--- src/rtl/mem_arb_pkg.sv ---
// Shared types and default constants for the memory port arbiter.
package mem_arb_pkg;

    // Access sequencer states: arbitrate, drive memory, acknowledge.
    typedef enum logic [1:0] {
        IDLE  = 2'd0,
        SERVE = 2'd1,
        RESP  = 2'd2
    } state_t;

    // Which requester owns the access currently in flight.
    typedef enum logic {
        OWN_IF = 1'b0,
        OWN_DM = 1'b1
    } owner_t;

    localparam int DEF_SIZE     = 256;
    localparam int DEF_MAX_WAIT = 4;

endpackage

--- src/rtl/mem_port_arbiter.sv ---
// Two-port arbiter sharing one single-port memory between instruction fetch
// (IF) and data load/store (DM). Data side has priority; fetch is forced to
// win after MAX_WAIT consecutive lost arbitrations. Every access takes three
// cycles: IDLE (arbitrate) -> SERVE (memory access) -> RESP (ack pulse).
//
// Handshake: a requester raises req with its address/data stable and holds
// them until it sees a one-cycle ack; rdata/err are valid with ack and hold
// until that port's next completion. Req still high in the cycle after ack
// starts a new transaction.
module mem_port_arbiter
    import mem_arb_pkg::*;
#(
    parameter int DATA_W   = 32,
    parameter int ADDR_W   = 32,
    parameter int SIZE     = DEF_SIZE,
    parameter int MAX_WAIT = DEF_MAX_WAIT,
    parameter int CNT_W    = 3
) (
    input  logic              clk,
    input  logic              rst_n,
    input  logic              if_req,
    input  logic [ADDR_W-1:0] if_addr,
    output logic              if_ack,
    output logic [DATA_W-1:0] if_rdata,
    output logic              if_err,
    input  logic              dm_req,
    input  logic              dm_we,
    input  logic [ADDR_W-1:0] dm_addr,
    input  logic [DATA_W-1:0] dm_wdata,
    output logic              dm_ack,
    output logic [DATA_W-1:0] dm_rdata,
    output logic              dm_err,
    output logic [ADDR_W-1:0] mem_addr,
    output logic [DATA_W-1:0] mem_din,
    output logic              mem_we,
    output logic              mem_re,
    input  logic [DATA_W-1:0] mem_dout,
    output logic              busy
);

    state_t            state;
    owner_t            owner;
    logic [CNT_W-1:0]  wait_cnt;

    logic              any_req;
    logic              starved;
    logic              grant_dm;
    logic [ADDR_W-1:0] sel_addr;
    logic              in_range;

    // Arbitration: data wins unless fetch has waited MAX_WAIT times in a row.
    always_comb begin
        any_req  = if_req | dm_req;
        starved  = (wait_cnt == CNT_W'(MAX_WAIT));
        grant_dm = dm_req & ~(if_req & starved);
    end

    // Memory drive: only the SERVE state touches the memory, so a reset
    // (which forces IDLE asynchronously) removes mem_we immediately.
    always_comb begin
        sel_addr = (owner == OWN_DM) ? dm_addr : if_addr;
        in_range = (sel_addr < ADDR_W'(SIZE));
        mem_addr = '0;
        mem_din  = '0;
        mem_we   = 1'b0;
        mem_re   = 1'b0;
        if (state == SERVE) begin
            mem_addr = sel_addr;
            if (owner == OWN_DM) begin
                mem_din = dm_wdata;
                mem_we  = in_range & dm_we;
                mem_re  = in_range & ~dm_we;
            end else begin
                mem_re  = in_range;
            end
        end
    end

    assign busy = (state != IDLE);

    // Access sequencer with starvation counter and registered ack/rdata/err.
    always_ff @(posedge clk or negedge rst_n) begin
        if (!rst_n) begin
            state    <= IDLE;
            owner    <= OWN_IF;
            wait_cnt <= '0;
            if_ack   <= 1'b0;
            if_rdata <= '0;
            if_err   <= 1'b0;
            dm_ack   <= 1'b0;
            dm_rdata <= '0;
            dm_err   <= 1'b0;
        end else begin
            if_ack <= 1'b0;
            dm_ack <= 1'b0;
            case (state)
                IDLE: begin
                    // Fetch idle or granted resets its wait history; a loss
                    // while both request counts towards the forced grant.
                    if (!if_req || !grant_dm) begin
                        wait_cnt <= '0;
                    end else if (!starved) begin
                        wait_cnt <= wait_cnt + 1'b1;
                    end
                    if (any_req) begin
                        owner <= grant_dm ? OWN_DM : OWN_IF;
                        state <= SERVE;
                    end
                end
                SERVE: begin
                    if (owner == OWN_DM) begin
                        dm_rdata <= (in_range && !dm_we) ? mem_dout : '0;
                        dm_err   <= ~in_range;
                        dm_ack   <= 1'b1;
                    end else begin
                        if_rdata <= in_range ? mem_dout : '0;
                        if_err   <= ~in_range;
                        if_ack   <= 1'b1;
                    end
                    state <= RESP;
                end
                RESP: begin
                    state <= IDLE;
                end
                default: begin
                    state <= IDLE;
                end
            endcase
        end
    end

endmodule

--- config.mk ---
export PLATFORM = sky130hd
export DESIGN_NAME = mem_port_arbiter
export DESIGN_NICKNAME = d
export VERILOG_FILES = /design/src/rtl/mem_arb_pkg.sv /design/src/rtl/mem_port_arbiter.sv
export SDC_FILE = /design/constraint.sdc
export NUM_CORES = 1
export LEC_CHECK = 0
export CAP_MARGIN = 25
export CORE_ASPECT_RATIO = 0.7
export CORE_MARGIN = 2
export CORE_UTILIZATION = 36
export CTS_BUF_LIST = sky130_fd_sc_hd__clkbuf_8
export CTS_CLUSTER_DIAMETER = 50
export CTS_CLUSTER_SIZE = 20
export DETAILED_ROUTE_END_ITERATION = 10
export PLACE_DENSITY = 0.95
export SLEW_MARGIN = 5
export SYNTH_ARGS = -nofsm -noshare
export SYNTH_HDL_FRONTEND = slang
export SYNTH_SLANG_ARGS = --single-unit
--- constraint.sdc ---
create_clock -name clk -period 2.45 [get_ports clk]
set_clock_uncertainty 0.15 [all_clocks]
set_input_delay 0.245 -clock clk [delete_from_list [all_inputs] [get_ports clk]]
set_output_delay 0.245 -clock clk [all_outputs]
set_load 0.01 [all_outputs]
### Word-level counts from Yosys, hierarchy flattened

Cells that the tools add are included.

| word-level totals | value |
|---|---|
| input bits | 133 |
| logic and storage cells | 54 |
| bits in registers | 74 |
| output and inout port bits | 135 |

| cells by class | value |
|---|---|
| magnitude comparators | 1 |
| $add $sub $neg | 1 |
| eq/ne operators | 4 |
| multiplexer cells | 19 |
| bitwise gates (word level) | 9 |
| reduce and logical (&&, ||, !) cells | 11 |

Operators by type and width:

| kind | number |
|---|---|
| $mux 32 | 6 |
| $lt 32x9->1 const B | 1 |
| $mux 1 | 9 |
| $reduce_and 2->1 | 4 |
| $mux 3 | 2 |
| $and 1x1->1 | 4 |
| $not 1->1 | 4 |
| $pmux 2 s2 | 1 |
| $add 3x1->3 const B | 1 |
| $eq 3x3->1 const B | 1 |
| $logic_not 1->1 | 3 |
| $eq 2x1->1 const B | 1 |
| $logic_not 2->1 | 1 |
| $mux 2 | 1 |
| $ne 2x1->1 const B | 1 |
| $ne 2x2->1 const B | 1 |
| $reduce_bool 2->1 | 1 |
| $logic_and 1x1->1 | 1 |
| $logic_or 1x1->1 | 1 |
| $or 1x1->1 | 1 |

### Depth between registers and ports, before layout

Gate-level depths: netlist (run 1).

| depth | value |
|---|---|
| depth after elaboration | 8 |
| mapped depth | 7 |

### Worst setup path before layout (run 1)

Ideal clock, no wire load.

| timing path | value |
|---|---|
| kind | register to register |
| from | register owner |
| to | register dm_rdata[21] |
| clock period less this slack | 1.949 ns |
| cell stages (with the launch flop) | 7 |
| path slack | 0.501 ns |
| library setup time | 0.067 ns |
| arrival | 1.731 ns |
| buffers on the path | 2 |
| path through | dfrtp_1 -> buf_4 -> nor4_4 -> nand4_2 -> a2111oi_4 -> buf_6 -> a32o_1 |

| on the way | value |
|---|---|
| word-level cells in the longest chain between the ends | 4 |
| elaborated cells between the ends (all ways) | 5 |
| classes of those cells | order compare: 1; mux: 2; reduce/logical: 2 |

RTL lines:

| element | line | RTL |
|---|---|---|
| from (decl) | mem_port_arbiter.sv:42 | `owner_t owner;` |
| from (signal assigned) | mem_port_arbiter.sv:106 | `owner <= grant_dm ? OWN_DM : OWN_IF;` |
| $mux 32 | mem_port_arbiter.sv:61 | `sel_addr = (owner == OWN_DM) ? dm_addr : if_addr;` |
| $lt 32x9->1 | mem_port_arbiter.sv:62 | `in_range = (sel_addr < ADDR_W'(SIZE));` |
| $logic_and 1x1->1 | mem_port_arbiter.sv:112 | `dm_rdata <= (in_range && !dm_we) ? mem_dout : '0;` |
| $mux 32 | mem_port_arbiter.sv:112 |  |
| to (signal assigned) | mem_port_arbiter.sv:112 |  |
| to (decl) | mem_port_arbiter.sv:31 | `output logic [DATA_W-1:0] dm_rdata,` |

Parallel ways exist; a longest one is shown, timed or not.
A chain may end at the register's enable or synchronous reset.

### Worst setup path after layout (run 1)

| timing path | value |
|---|---|
| from | register owner |
| to | output port mem_din[29] |

| on the way | value |
|---|---|
| word-level cells in the longest chain between the ends | 2 |

RTL lines:

| element | line | RTL |
|---|---|---|
| $mux 32 | mem_port_arbiter.sv:69 | `if (owner == OWN_DM) begin` |
| $mux 32 | mem_port_arbiter.sv:67 | `if (state == SERVE) begin` |
| to (decl) | mem_port_arbiter.sv:34 | `output logic [DATA_W-1:0] mem_din,` |

Every way passes these cells.

==> qor.json, run 1 <==
{
  "die_width_um": 125,
  "post_synthesis_mean_instance_area_um2": 11.2,
  "postSynthRegisterBits": 74,
  "grt_pass1_wl_um": 23100,
  "globalplace.congestion": 0.916,
  "total_leakage_power_nw": 3.11,
  "mapped_area_um2": 3690,
  "slowest_stage": "sky130_fd_sc_hd__clkdlybuf4s50_1",
  "overflow": 0,
  "die_area_um2": 11100,
  "async_s_r_ff_share_synth_pct": 100,
  "post-place-ws_ns": -0.228,
  "rr_startpoint": "owner",
  "tritoncts.num_buffers": 9,
  "outcome": "finished clean",
  "row_count": 30,
  "antennaDiodeCount": 0,
  "floorplan.core_area_um2": 9830,
  "die_y_um": 88.8,
  "worst_ep_arrival_time_ns": 1.99,
  "clkLatencyLatePin_ns": 0.34,
  "final-setup-viol-count": 0,
  "first_global_vias": 4175,
  "hold_violation_count_in_the_final_report": 0,
  "fin_crit_sh_pct": 97.4,
  "ys.warnings.count": 0,
  "routed_wirelength_um": 15300,
  "min_path_type": "reg -> reg",
  "timing.setup.critical_path_class": "reg -> out",
  "grt_max_degree": 75,
  "synth_cells": 329,
  "worst-endpoint-required_ns": 2.06,
  "final_util_pct": 69.7,
  "synth_edf_count": 0,
  "starting_density_of_the_core_pct": 37.6,
  "drtAntennaViolNets": 0,
  "yosysSeqAreaShare_pct": 50.1,
  "most-common-layout-cells": "253 x sky130_fd_sc_hd__clkdlybuf4s50_1, 73 x sky130_fd_sc_hd__dfrtp_1, 64 x sky130_fd_sc_hd__a32o_1",
  "boundaryPins": 268,
  "path_delay_family": "buffers and inverters",
  "final_area_um2": 6850,
  "place.port_buffers": 267,
  "cts_sinks": 74,
  "ys_types": 35,
  "critPathCaptureType": "primary output",
  "cts.reportedPaths.clkPinSlew_ns": 0.07,
  "num_vias": 4075,
  "finish.net_count": 728,
  "antenna_found_initial": 0,
  "cts.root.buffer_cell": "sky130_fd_sc_hd__clkbuf_8",
  "worst_setup_path_startpoint": "owner",
  "drt_iter0_drc": 266,
  "remaining_drc_errors": 0,
  "r2r_setup_slack_ns": 0.26,
  "clockBufferDepth": 2,
  "route.detailed.wl_per_inst_um": 21.1,
  "area_growth_pct": 85.5,
  "dpl_cell_area_um2": 6540,
  "biggest_fanout_along_the_worst_timing_path": 15,
  "worst_slew_margin_rel_pct": 38.1,
  "grt_setup_unrepaired": "false",
  "max_cap_violations": 0,
  "critPathBufInv": 3,
  "hold_path.startpoint": "if_rdata[9]",
  "cp_slowest_stage_delay_ns": 0.55,
  "slew_violations": 0,
  "finalWorstSetupSlack_ns": 0.0635,
  "route.detailed.vias_per_inst": 5.62,
  "tns_ns": 0,
  "final.min_clock_period_ns": 2.39,
  "dp.cells": 704,
  "worstPathCellList": "buf_4 -> bufbuf_16 -> and3_1 -> clkdlybuf4s50_1",
  "finalPower_mw": 4.71,
  "worst_pin_slew_ns": 0.929,
  "vdd_ir_drop_max_mv": 0.387,
  "drive_gt1_share_pct": 8.38,
  "fin_cells": 725,
  "place.detailed.hpwl_um": 10800,
  "drtPass1Iterations": 5,
  "cts_max_level": 3,
  "layout.cells.most_common": "sky130_fd_sc_hd__clkdlybuf4s50_1",
  "achievable-frequency_ghz": 0.419,
  "timing.critical_path.from_type": "register",
  "holdWs_ns": 0.342,
  "cts_tree": "done",
  "power.density_cell_area_nw_per_um2": 687,
  "grt_use_total_pct": 26.6,
  "syn_nets": 464,
  "synth_flop_cell": "sky130_fd_sc_hd__dfrtp_1"
}
## state kept, by name (all words and copies together), names as in the netlist
signal / count
if_err: 1
dm_err: 1
owner: 1
state: 2
dm_rdata: 32
if_ack: 1
wait_cnt: 3
if_rdata: 32
dm_ack: 1
## what timing repair did
action                                 in CTS  in global routing
buffers inserted                            2                  0
gates cloned                                3                  0
pin swaps                                   1                  1
setup endpoints to repair                  34                  6
endpoints found under the hold margin      74                  0
hold buffers                                1                  0
resized for setup                          17                  7
## final cells by class
class	instances	area (µm²)
well taps	128	160
clock inverters	5	31.3
clock buffers	10	138
flip-flops and latches	74	1850
multi-input cells	214	1710
repair inverters	1	6.26
inverters	7	40.0
repair buffers	286	2910
fillers	710	2980
## per-layer routing
metal  routed length [µm]  track usage, %  vias to the layer above
li1                     -               -                     1810
met1                 6170            32.4                     2027
met2                 7720            46.7                      208
met3                 1130            8.28                       30
met4                  267            6.77                        0
met5                    0               0                        -
## worst register-to-register path, delay by kind of cell, from the launching register on
kind | cells | cell delay [ns]
AOI/OAI and AO/OA | 2 | 0.60
buffers and inverters | 2 | 0.44
DFF | 1 | 0.48
and+or+nand+nor | 2 | 0.44
## cells in the mapped netlist, drive strengths merged, types with 2 or more instances
| cell | number | area share (%) |
|---|---|---|
| nor2 | 40 | 4.1 |
| clkbuf | 21 | 2.1 |
| ha | 2 | 0.68 |
| nor4 | 8 | 1.8 |
| buf | 13 | 2.3 |
| mux2i | 32 | 8.7 |
| a32o | 64 | 17 |
| dfrtp | 74 | 50 |
| a21oi | 3 | 0.41 |
| o21ai | 2 | 0.27 |
| nor3b | 2 | 0.41 |
| nor3 | 2 | 0.27 |
| nand2 | 9 | 0.91 |
| nand3 | 2 | 0.27 |
| nand4 | 4 | 1.0 |
| and3 | 32 | 5.4 |
| inv | 7 | 0.71 |
## path summary, 6_finish.rpt
kind,to,depth (start not counted)
max,mem_din[29],4
min,if_rdata[9],1
max reg2reg,dm_rdata[27],6
min reg2reg,if_rdata[9],1
max in group asynchronous,owner,2
min in group asynchronous,dm_rdata[23],2
## cell families (layout without fill, tap and decap cells)
family,Yosys count,after routing,synth area share [%]
adder cells (fa/ha/maj),2,2,0.677
flip-flops,74,74,50.1
AO/OA/AOI/OAI,76,76,20.1
buffers and inverters,41,309,5.15
multiplexers,32,32,8.67
AND/OR/NAND/NOR,104,104,15.3
## report_power, final
part / internal, mW / switching, mW / leakage [nW]
Clock: 0.385 / 0.428 / 0.0879
Sequential: 1.27 / 0.0509 / 1.02
Combinational: 1.25 / 1.33 / 2.01
Note: power is estimated with default switching activity, not from simulation.
==> run 2: changes to the inputs <==
--- a/config.mk
+++ b/config.mk
@@ -8,12 +8,13 @@
 export CAP_MARGIN = 25
 export CORE_ASPECT_RATIO = 0.7
 export CORE_MARGIN = 2
-export CORE_UTILIZATION = 36
+export CORE_UTILIZATION = 40
 export CTS_BUF_LIST = sky130_fd_sc_hd__clkbuf_8
 export CTS_CLUSTER_DIAMETER = 50
 export CTS_CLUSTER_SIZE = 20
 export DETAILED_ROUTE_END_ITERATION = 10
-export PLACE_DENSITY = 0.95
+export DONT_BUFFER_PORTS = 1
+export PLACE_DENSITY = 0.66
 export SLEW_MARGIN = 5
 export SYNTH_ARGS = -nofsm -noshare
 export SYNTH_HDL_FRONTEND = slang
==> run 2 against run 1 <==
Compared with the run above:
- clock power shrank 5.5%
- fmax grew 4.1%
- sequential power is essentially flat
- flip-flop and latch count is the same
- cell count shrank 34%
- cell area shrank 36%
- global-route usage shrank 3.4 points
- combinational power shrank 40%
- setup slack gained 0.095 ns
- critical path type unchanged
- critical endpoint is now mem_we
- highest routed layer unchanged
==> qor.json, run 2 (synthesis gave the netlist of run 1 again) <==
{
  "total_leakage_power_nw": 2.09,
  "die_area_um2": 10000,
  "route.detailed.wl_per_inst_um": 24.6,
  "num_vias": 3098,
  "tns_ns": 0,
  "boundaryPins": 268,
  "routed_wirelength_um": 11800,
  "area_growth_pct": 18.1,
  "cts.root.buffer_cell": "sky130_fd_sc_hd__clkbuf_8",
  "antennaDiodeCount": 0,
  "final-setup-viol-count": 0,
  "die_width_um": 119,
  "worst_slew_margin_rel_pct": 51.6,
  "biggest_fanout_along_the_worst_timing_path": 8,
  "cts_tree": "done",
  "cts_sinks": 74,
  "clockBufferDepth": 2,
  "place.port_buffers": 0,
  "drtPass1Iterations": 4,
  "globalplace.congestion": 1.10,
  "place.detailed.hpwl_um": 8440,
  "rr_startpoint": "owner",
  "antenna_found_initial": 0,
  "tritoncts.num_buffers": 9,
  "hold_violation_count_in_the_final_report": 0,
  "starting_density_of_the_core_pct": 40.9,
  "finish.net_count": 487,
  "crit-reg2reg-capture": "dm_rdata[29]",
  "grt_pass1_wl_um": 17800,
  "worstHoldEndpoint": "dm_err",
  "power.density_cell_area_nw_per_um2": 832,
  "timing.critical_path.from_type": "register",
  "max_cap_violations": 0,
  "row_count": 29,
  "outcome": "finished clean",
  "floorplan.core_area_um2": 9030,
  "r2r_cells": 5,
  "grt_setup_unrepaired": "false",
  "drtAntennaViolNets": 0,
  "critPathCaptureType": "primary output",
  "slew_violations": 0,
  "timing.setup.critical_path_class": "reg -> out",
  "drt_iter0_drc": 366,
  "worstHoldPathCells": 2,
  "worst_pin_slew_ns": 0.719,
  "final_util_pct": 48.3,
  "clkLatencyLatePin_ns": 0.34,
  "die_y_um": 84.4,
  "vdd_ir_drop_max_mv": 0.473,
  "postCtsSetupRepairBufs": 0,
  "final.min_clock_period_ns": 2.29,
  "filler_instances": 839,
  "layout.cells.most_common": "sky130_fd_sc_hd__dfrtp_1",
  "worst_ep_arrival_time_ns": 1.90,
  "route.detailed.vias_per_inst": 6.45,
  "hold_path.startpoint": "dm_addr[28]",
  "remaining_drc_errors": 0,
  "r2r_setup_slack_ns": 0.33,
  "grt_max_degree": 75,
  "cts_max_level": 3,
  "reg.largest.list": "dm_rdata (32), if_rdata (32), wait_cnt (3)",
  "min_path_type": "in -> reg",
  "fin_crit_sh_pct": 93.5,
  "cts.reportedPaths.clkPinSlew_ns": 0.07,
  "most-common-layout-cells": "73 x sky130_fd_sc_hd__dfrtp_1, 64 x sky130_fd_sc_hd__a32o_1, 40 x sky130_fd_sc_hd__nor2_1",
  "grt_use_total_pct": 23.2,
  "worst-endpoint-required_ns": 2.06,
  "first_global_vias": 3024,
  "overflow": 0,
  "drive_gt1_share_pct": 8.71,
  "achievable-frequency_ghz": 0.436
}
run 2: timing repair:
item                                   CTS  global route
setup endpoints to repair                0             2
hold buffers                            37             0
endpoints found under the hold margin  142             0
resized for setup                        0             2
run 2: layer usage:
metal	share of wire (%)	track usage, %
met4	1.9	6.39
met1	39	29.4
met5	0	4.33
met2	48	35.6
met3	11	10.7
run 2: area by class of cell:
cell class              instances  area (µm²)  area share, %
flip-flops and latches         74        1850           42.5
multi-input cells             214        1680           38.5
repair buffers                 46         497           11.4
well taps                     124         155           3.56
clock buffers                   9         124           2.84
clock inverters                 6        28.8          0.659
inverters                       7        26.3          0.602
run 2: worst max-delay path, stage by stage (launching register included):
cell and delay (ns):
sky130_fd_sc_hd__dfrtp_2 0.49, sky130_fd_sc_hd__nor4_4 0.31, sky130_fd_sc_hd__nand4_2 0.22, sky130_fd_sc_hd__nand2_1 0.17, sky130_fd_sc_hd__nor3b_1 0.20, sky130_fd_sc_hd__buf_4 0.16
run 2: worst max-delay path by stage:
stage | from | end | cells past startpoint
after floorplan | owner | dm_rdata[21] | 6
after global placement | owner | dm_rdata[25] | 5
after detailed placement | owner | dm_rdata[26] | 5
after CTS | owner | mem_addr[31] | 3
after global routing | owner | mem_we | 5
final | owner | mem_we | 5
run 2: per-stage QoR:
step / hold slack (ns) / worst slack, ns / power, mW / cell area [µm²] / cells
finish: 0.0714 / 0.158 / 3.63 / 4360 / 480
global route: 0.0760 / 0.0207 / 3.83 / 4360 / 480
CTS: 0.0558 / 0.0826 / 3.64 / 4350 / 480
detailed placement: -0.200 / 0.326 / 2.77 / 3810 / 428
global placement: -0.199 / 0.425 / 2.75 / 3810 / 428
floorplan: -0.201 / 0.501 / 2.49 / 3690 / 329
run 2: power breakdown:
group / internal (mW) / switching (mW)
registers: 1.27 / 0.0561
logic: 0.454 / 1.08
clock network: 0.347 / 0.421
total: 2.07 / 1.56
